==> src/rtl/clk_div_pkg.sv <==
// Shared types and helpers for the clk_div_bank clock-enable generator.
//   DIV_OFF    : divisor value that switches a channel off
//   CNT_W_MAX  : widest supported divisor/counter (CNT_W must not exceed it)
//   chan_cfg_t : per-channel divisor state (active, pending, pending flag)
//   ch_w()     : channel-select width, $clog2(n) with a floor of 1
package clk_div_pkg;

   localparam int unsigned DIV_OFF   = 0;
   localparam int unsigned CNT_W_MAX = 32;

   typedef struct packed {
      logic [CNT_W_MAX-1:0] div;
      logic [CNT_W_MAX-1:0] pend_div;
      logic                 pending;
   } chan_cfg_t;

   function automatic int unsigned ch_w(input int unsigned n);
      return (n < 2) ? 1 : $clog2(n);
   endfunction

endpackage

==> src/rtl/clk_div_chan.sv <==
// One programmable clock-enable channel: divisor, counter, tick and clk_out.
// Build option: CLK_DIV_GLITCHFREE_EN defers a divisor write on a running
// channel to its next terminal count so no clk_out half-period is cut short.
// Ports:
//   clk, rst      : system clock, synchronous active-high reset
//   wr, wdiv      : accepted divisor write and its value (0 = off)
//   sync          : phase-align request shared by all channels
//   tick          : one-cycle enable strobe every div cycles
//   clk_out       : 50% square wave, period 2*div
//   busy          : a deferred write is waiting for the terminal count
module clk_div_chan
   import clk_div_pkg::*;
#(
   parameter int unsigned CNT_W   = 24,
   parameter int unsigned DEF_DIV = 27000
) (
   input  logic             clk,
   input  logic             rst,
   input  logic             wr,
   input  logic [CNT_W-1:0] wdiv,
   input  logic             sync,
   output logic             tick,
   output logic             clk_out,
   output logic             busy
);

   logic [CNT_W-1:0] cnt_q;
   logic             div_zero;
   logic             term;

`ifdef CLK_DIV_GLITCHFREE_EN
   chan_cfg_t              cfg_q;
   logic [CNT_W_MAX-1:0]   wdiv_ext;
   logic                   pend_zero;

   assign wdiv_ext  = CNT_W_MAX'(wdiv);
   assign div_zero  = (cfg_q.div == CNT_W_MAX'(DIV_OFF));
   assign pend_zero = (cfg_q.pend_div == CNT_W_MAX'(DIV_OFF));
   assign term      = (cnt_q == CNT_W'(cfg_q.div - CNT_W_MAX'(1)));
   assign busy      = cfg_q.pending;

   // Divisor state: off channels and sync take writes at once, running
   // channels park the write until the terminal count.
   always_ff @(posedge clk) begin
      if (rst) begin
         cfg_q.div      <= CNT_W_MAX'(DEF_DIV);
         cfg_q.pend_div <= CNT_W_MAX'(DIV_OFF);
         cfg_q.pending  <= 1'b0;
      end else if (sync) begin
         if (wr)
            cfg_q.div <= wdiv_ext;
         else if (cfg_q.pending)
            cfg_q.div <= cfg_q.pend_div;
         cfg_q.pending <= 1'b0;
      end else if (div_zero) begin
         if (wr)
            cfg_q.div <= wdiv_ext;
      end else begin
         if (term && cfg_q.pending) begin
            cfg_q.div     <= cfg_q.pend_div;
            cfg_q.pending <= 1'b0;
         end
         if (wr) begin
            cfg_q.pend_div <= wdiv_ext;
            cfg_q.pending  <= 1'b1;
         end
      end
   end
`else
   logic [CNT_W-1:0] div_q;

   assign div_zero = (div_q == CNT_W'(DIV_OFF));
   assign term     = (cnt_q == div_q - CNT_W'(1));
   assign busy     = 1'b0;

   // Divisor register: every accepted write lands immediately.
   always_ff @(posedge clk) begin
      if (rst)
         div_q <= CNT_W'(DEF_DIV);
      else if (wr)
         div_q <= wdiv;
   end
`endif

   // Counter and output strobes.
   always_ff @(posedge clk) begin
      if (rst) begin
         cnt_q   <= '0;
         tick    <= 1'b0;
         clk_out <= 1'b0;
      end else if (sync || div_zero) begin
         cnt_q   <= '0;
         tick    <= 1'b0;
         clk_out <= 1'b0;
      end else begin
         if (term) begin
            cnt_q   <= '0;
            tick    <= 1'b1;
            clk_out <= ~clk_out;
         end else begin
            cnt_q <= cnt_q + CNT_W'(1);
            tick  <= 1'b0;
         end
`ifdef CLK_DIV_GLITCHFREE_EN
         // A deferred divisor of zero parks the wave low as the last tick fires.
         if (term && cfg_q.pending && pend_zero)
            clk_out <= 1'b0;
`else
         // Restart the count from the write; switching off parks the wave low.
         if (wr) begin
            cnt_q <= '0;
            if (wdiv == CNT_W'(DIV_OFF)) begin
               tick    <= 1'b0;
               clk_out <= 1'b0;
            end
         end
`endif
      end
   end

endmodule

==> src/rtl/clk_div_bank.sv <==
// Bank of NUM_CH independent programmable clock-enable channels.
// Build option: CLK_DIV_GLITCHFREE_EN (deferred, glitch-free divisor writes).
// Ports:
//   clk, rst          : system clock, synchronous active-high reset
//   cfg_valid/ready   : divisor write handshake (ready is combinational)
//   cfg_ch, cfg_div   : target channel (out-of-range writes are dropped), divisor
//   sync              : phase-align every channel
//   tick, clk_out     : per-channel enable strobe and square wave
module clk_div_bank
   import clk_div_pkg::*;
#(
   parameter  int unsigned NUM_CH  = 4,
   parameter  int unsigned CNT_W   = 24,
   parameter  int unsigned DEF_DIV = 27000,
   localparam int unsigned CH_W    = ch_w(NUM_CH)
) (
   input  logic              clk,
   input  logic              rst,
   input  logic              cfg_valid,
   output logic              cfg_ready,
   input  logic [CH_W-1:0]   cfg_ch,
   input  logic [CNT_W-1:0]  cfg_div,
   input  logic              sync,
   output logic [NUM_CH-1:0] tick,
   output logic [NUM_CH-1:0] clk_out
);

   logic [NUM_CH-1:0] busy;
   logic [NUM_CH-1:0] wr;
   logic              accept;

   // Ready mux: out-of-range channels always accept (and discard).
   always_comb begin
      cfg_ready = 1'b1;
      if (32'(cfg_ch) < NUM_CH)
         cfg_ready = ~busy[cfg_ch];
   end

   assign accept = cfg_valid && cfg_ready;

   for (genvar i = 0; i < NUM_CH; i++) begin : g_ch
      assign wr[i] = accept && (cfg_ch == CH_W'(i));

      clk_div_chan #(
         .CNT_W   (CNT_W),
         .DEF_DIV (DEF_DIV)
      ) u_chan (
         .clk     (clk),
         .rst     (rst),
         .wr      (wr[i]),
         .wdiv    (cfg_div),
         .sync    (sync),
         .tick    (tick[i]),
         .clk_out (clk_out[i]),
         .busy    (busy[i])
      );
   end

endmodule

==> config.mk <==
export PLATFORM = sky130hd
export DESIGN_NAME = clk_div_bank
export DESIGN_NICKNAME = d
export VERILOG_FILES = /design/src/rtl/clk_div_pkg.sv /design/src/rtl/clk_div_chan.sv /design/src/rtl/clk_div_bank.sv
export SDC_FILE = /design/constraint.sdc
export NUM_CORES = 1
export LEC_CHECK = 0
export BUFFER_PORTS_ARGS = -buffer_cell sky130_fd_sc_hd__buf_2
export CORE_MARGIN = 3
export CORE_UTILIZATION = 40
export DETAILED_ROUTE_END_ITERATION = 10
export PLACE_DENSITY = 0.63
export SETUP_SLACK_MARGIN = 0.15
export SLEW_MARGIN = 10
export SYNTH_ARGS = -nofsm -noshare
export SYNTH_HDL_FRONTEND = slang
export SYNTH_SLANG_ARGS = --single-unit
==> constraint.sdc <==
create_clock -name clk -period 6.1 [get_ports clk]
set_input_delay 1.83 -clock clk [delete_from_list [all_inputs] [get_ports clk]]
set_output_delay 1.83 -clock clk [all_outputs]
set_load 0.02 [all_outputs]
==> impl_metrics.json <==
{
  "grt_overflow_total": 0,
  "core_sq_mm": 0.0279,
  "grt_usage_pct": 19.3,
  "grt_antenna_before_repair": 0,
  "startpoint_type": "flop",
  "final_cells": 1817,
  "synth_top_area_share_pct": 35.2,
  "fmax_mhz": 270,
  "synth_top_family_by_area": "simple AND/OR/NAND/NOR gates",
  "start_util_pct": 40.8,
  "nFillCells": 2908,
  "die_w_um": 175,
  "min_period_ps": 3700,
  "rows": 61,
  "first_pass_iters": 5,
  "gp_congestion": 0.906,
  "worst_setup_path_end_kind": "flop",
  "worst_ep_arrival_time_ps": 4000,
  "yosys.area.top_type": "dfxtp_1",
  "synth.area.top_cells": "dfxtp_1 (35%), xnor2_1 (9.3%), nand2_1 (8.0%)",
  "clk_path_buf_depth": 2,
  "powerDensity_mw_per_mm2": 222,
  "vias_per_cell": 5.42,
  "rsz0062_at_grt": "false",
  "ant_nets": 0,
  "setup_viol": 0,
  "clk_pin_slew_ps": 80,
  "synth_xor_area_share_pct": 16.4,
  "ys_seq_elements": 200,
  "num_io_pins": 39,
  "synthSimpleGateAreaFrac_pct": 32.9,
  "cts_buffers": 17,
  "min_period_over_period_pct": 60.7,
  "synth_compound_area_share_pct": 9.57,
  "drv_slew": 0,
  "path_buf_inv": 1,
  "syn_area_sq_mm": 0.0114,
  "finalWirelength_mm": 29.3,
  "hold_viol": 0,
  "peakVddDrop_mv": 0.167,
  "drv_cap": 0,
  "synth.yosys.warnings": 0,
  "antennaDiodeCount": 0,
  "clockRootBuffer": "clkbuf_16",
  "vias": 9846,
  "detail_route.wl_per_cell_um": 16.1,
  "synthAdderAreaFrac_pct": 1.32,
  "crit_slowest_cell": "nor3b_1",
  "synth_cell_types": 77,
  "status": "finished, final reports clean",
  "cts_tree": "built",
  "route.detailed.drc": 0,
  "drt_iter0_drc": 630,
  "grt_pass1_wl_mm": 48.5,
  "muxShareOfSynthArea_pct": 0.0879,
  "yosysSeqAreaShare_pct": 35.2,
  "synthCells": 1457,
  "synth_fp_nets": 1499,
  "cts.sink_count": 200,
  "ctsResizeCount": 0,
  "io_buffers": 37,
  "cp_top_family": "simple AND/OR/NAND/NOR gates",
  "die_height_um": 175,
  "syn_avg_cell_area_sq_um": 7.81,
  "fin_nets": 1468,
  "async_reset_ff_share_pct": 0,
  "max_stage_delay_ps": 770,
  "yosys-top-cells-count": "nand2_1 (243), dfxtp_1 (200), nor2_1 (174)",
  "detailed_place_hpwl_mm": 21.1,
  "grt_max_degree": 88,
  "grt_pass1_vias": 9294,
  "crit_fanout": 23,
  "tightest_slew_ps": 1010,
  "setup_tns_ps": 0,
  "die_area_sq_mm": 0.0305,
  "layout-drive-gt1-share_pct": 7.02,
  "criticalPathCategory": "reg2reg",
  "clock_latency_ps": 440,
  "skew_ps": 12.3,
  "synth_most_common_cell": "nand2_1",
  "cts_setup_buffers": 0,
  "hp-class": "reg2reg",
  "max_slew_margin_pct": 32.4,
  "synthFlopType": "dfxtp_1",
  "place_inst": 1785,
  "p_leak_uw": 0.00406,
  "synth_edf_count": 0,
  "path_cells": "inv_1, ha_1, nor3b_1, nand3_1, or3_1, o211a_1, o31ai_1, nand4_1, nand2_1, nor2_1",
  "worstPathRequired_ps": 6400,
  "cts_hold_repair.buffers": 0,
  "cts-htree-levels": 4,
  "syn_to_final_growth_pct": 7.35
}
[power by group]
group,internal (uW),switching (uW),leakage [uW]
Clock,582,539,0.000273
Combinational,83.2,135,0.00216
Sequential,1330,48.1,0.00162
Total,2000,722,0.00406
[sequential cells by signal, summed over array words and instances, names as in the netlist]
register and flops:
g_ch.u_chan.tick 4, g_ch.u_chan.cnt_q 96, g_ch.u_chan.clk_out 4, g_ch.u_chan.div_q 96
[through the flow]
step	hold WS (ps)	setup WS [ps]	power (uW)	area, sq um	util (%)
after floorplan	441	3000	1550	11400	-
after global placement	462	2370	1620	11700	41.7
after detailed placement	465	2300	1620	11700	41.7
after CTS	482	2440	2740	12200	43.8
after global routing	526	1930	2830	12200	43.8
final	480	2400	2720	12200	43.8
[path summary, 6_finish.rpt]
check	start	to	slack, ps	cells past startpoint
max reg2reg	g_ch[1].u_chan.div_q[0]	g_ch[1].u_chan.cnt_q[7]	2400	10
min	g_ch[3].u_chan.cnt_q[0]	g_ch[3].u_chan.cnt_q[0]	480	1
min reg2reg	g_ch[3].u_chan.cnt_q[0]	g_ch[3].u_chan.cnt_q[0]	480	1
max	g_ch[1].u_chan.div_q[0]	g_ch[1].u_chan.cnt_q[7]	2400	10
[cells by family after synthesis]
| family | count (synthesis) |
|---|---|
| AO/OA/AOI/OAI | 167 |
| XOR/XNOR | 212 |
| adder cells (fa/ha/maj) | 12 |
| buffers and inverters | 115 |
| flip-flops | 200 |
| multiplexers | 1 |
| other | 1 |
| AND/OR/NAND/NOR | 749 |
[worst reg2reg max path, cell delays in order (launching register included)]
cell	delay, ps
dfxtp_1	360
inv_1	90
ha_1	200
nor3b_1	770
nand3_1	360
or3_1	420
o211a_1	130
o31ai_1	270
nand4_1	210
nand2_1	620
nor2_1	120
[layout by cell type (no fill, tap or decap), types with 12 or more instances in the layout]
cell type / count
nand3b_1: 39
a21oi_1: 74
nand4_1: 38
nand2_1: 243
nor4_1: 37
or4_1: 13
ha_1: 12
clkbuf_16: 17
o21ai_0: 16
nor2_1: 174
xor2_1: 90
xnor2_1: 121
inv_1: 24
dfxtp_1: 200
and3_1: 16
nor3_1: 40
buf_2: 37
nand2b_1: 15
nand3_1: 54
[per-layer routing]
| metal | part of all wire (%) | GRT usage [%] | vias to the layer above |
|---|---|---|---|
| met4 | 1.2 | 3.96 | 0 |
| met1 | 48 | 26.7 | 4647 |
| met5 | 0 | 0 | - |
| li1 | - | - | 4935 |
| met3 | 5.5 | 3.78 | 28 |
| met2 | 46 | 31.4 | 236 |
[cell type report]
cell class                 count  area (sq um)  area share, %
clock inverter                12           115          0.942
tap                          378           473           3.87
inverter                      24          90.1          0.737
multi-input combinational   1142          6880           56.3
timing repair buffer          41           215           1.76
clock buffer                  20           447           3.65
sequential                   200          4000           32.8
No activity file was read; power rests on OpenSTA's default activity.
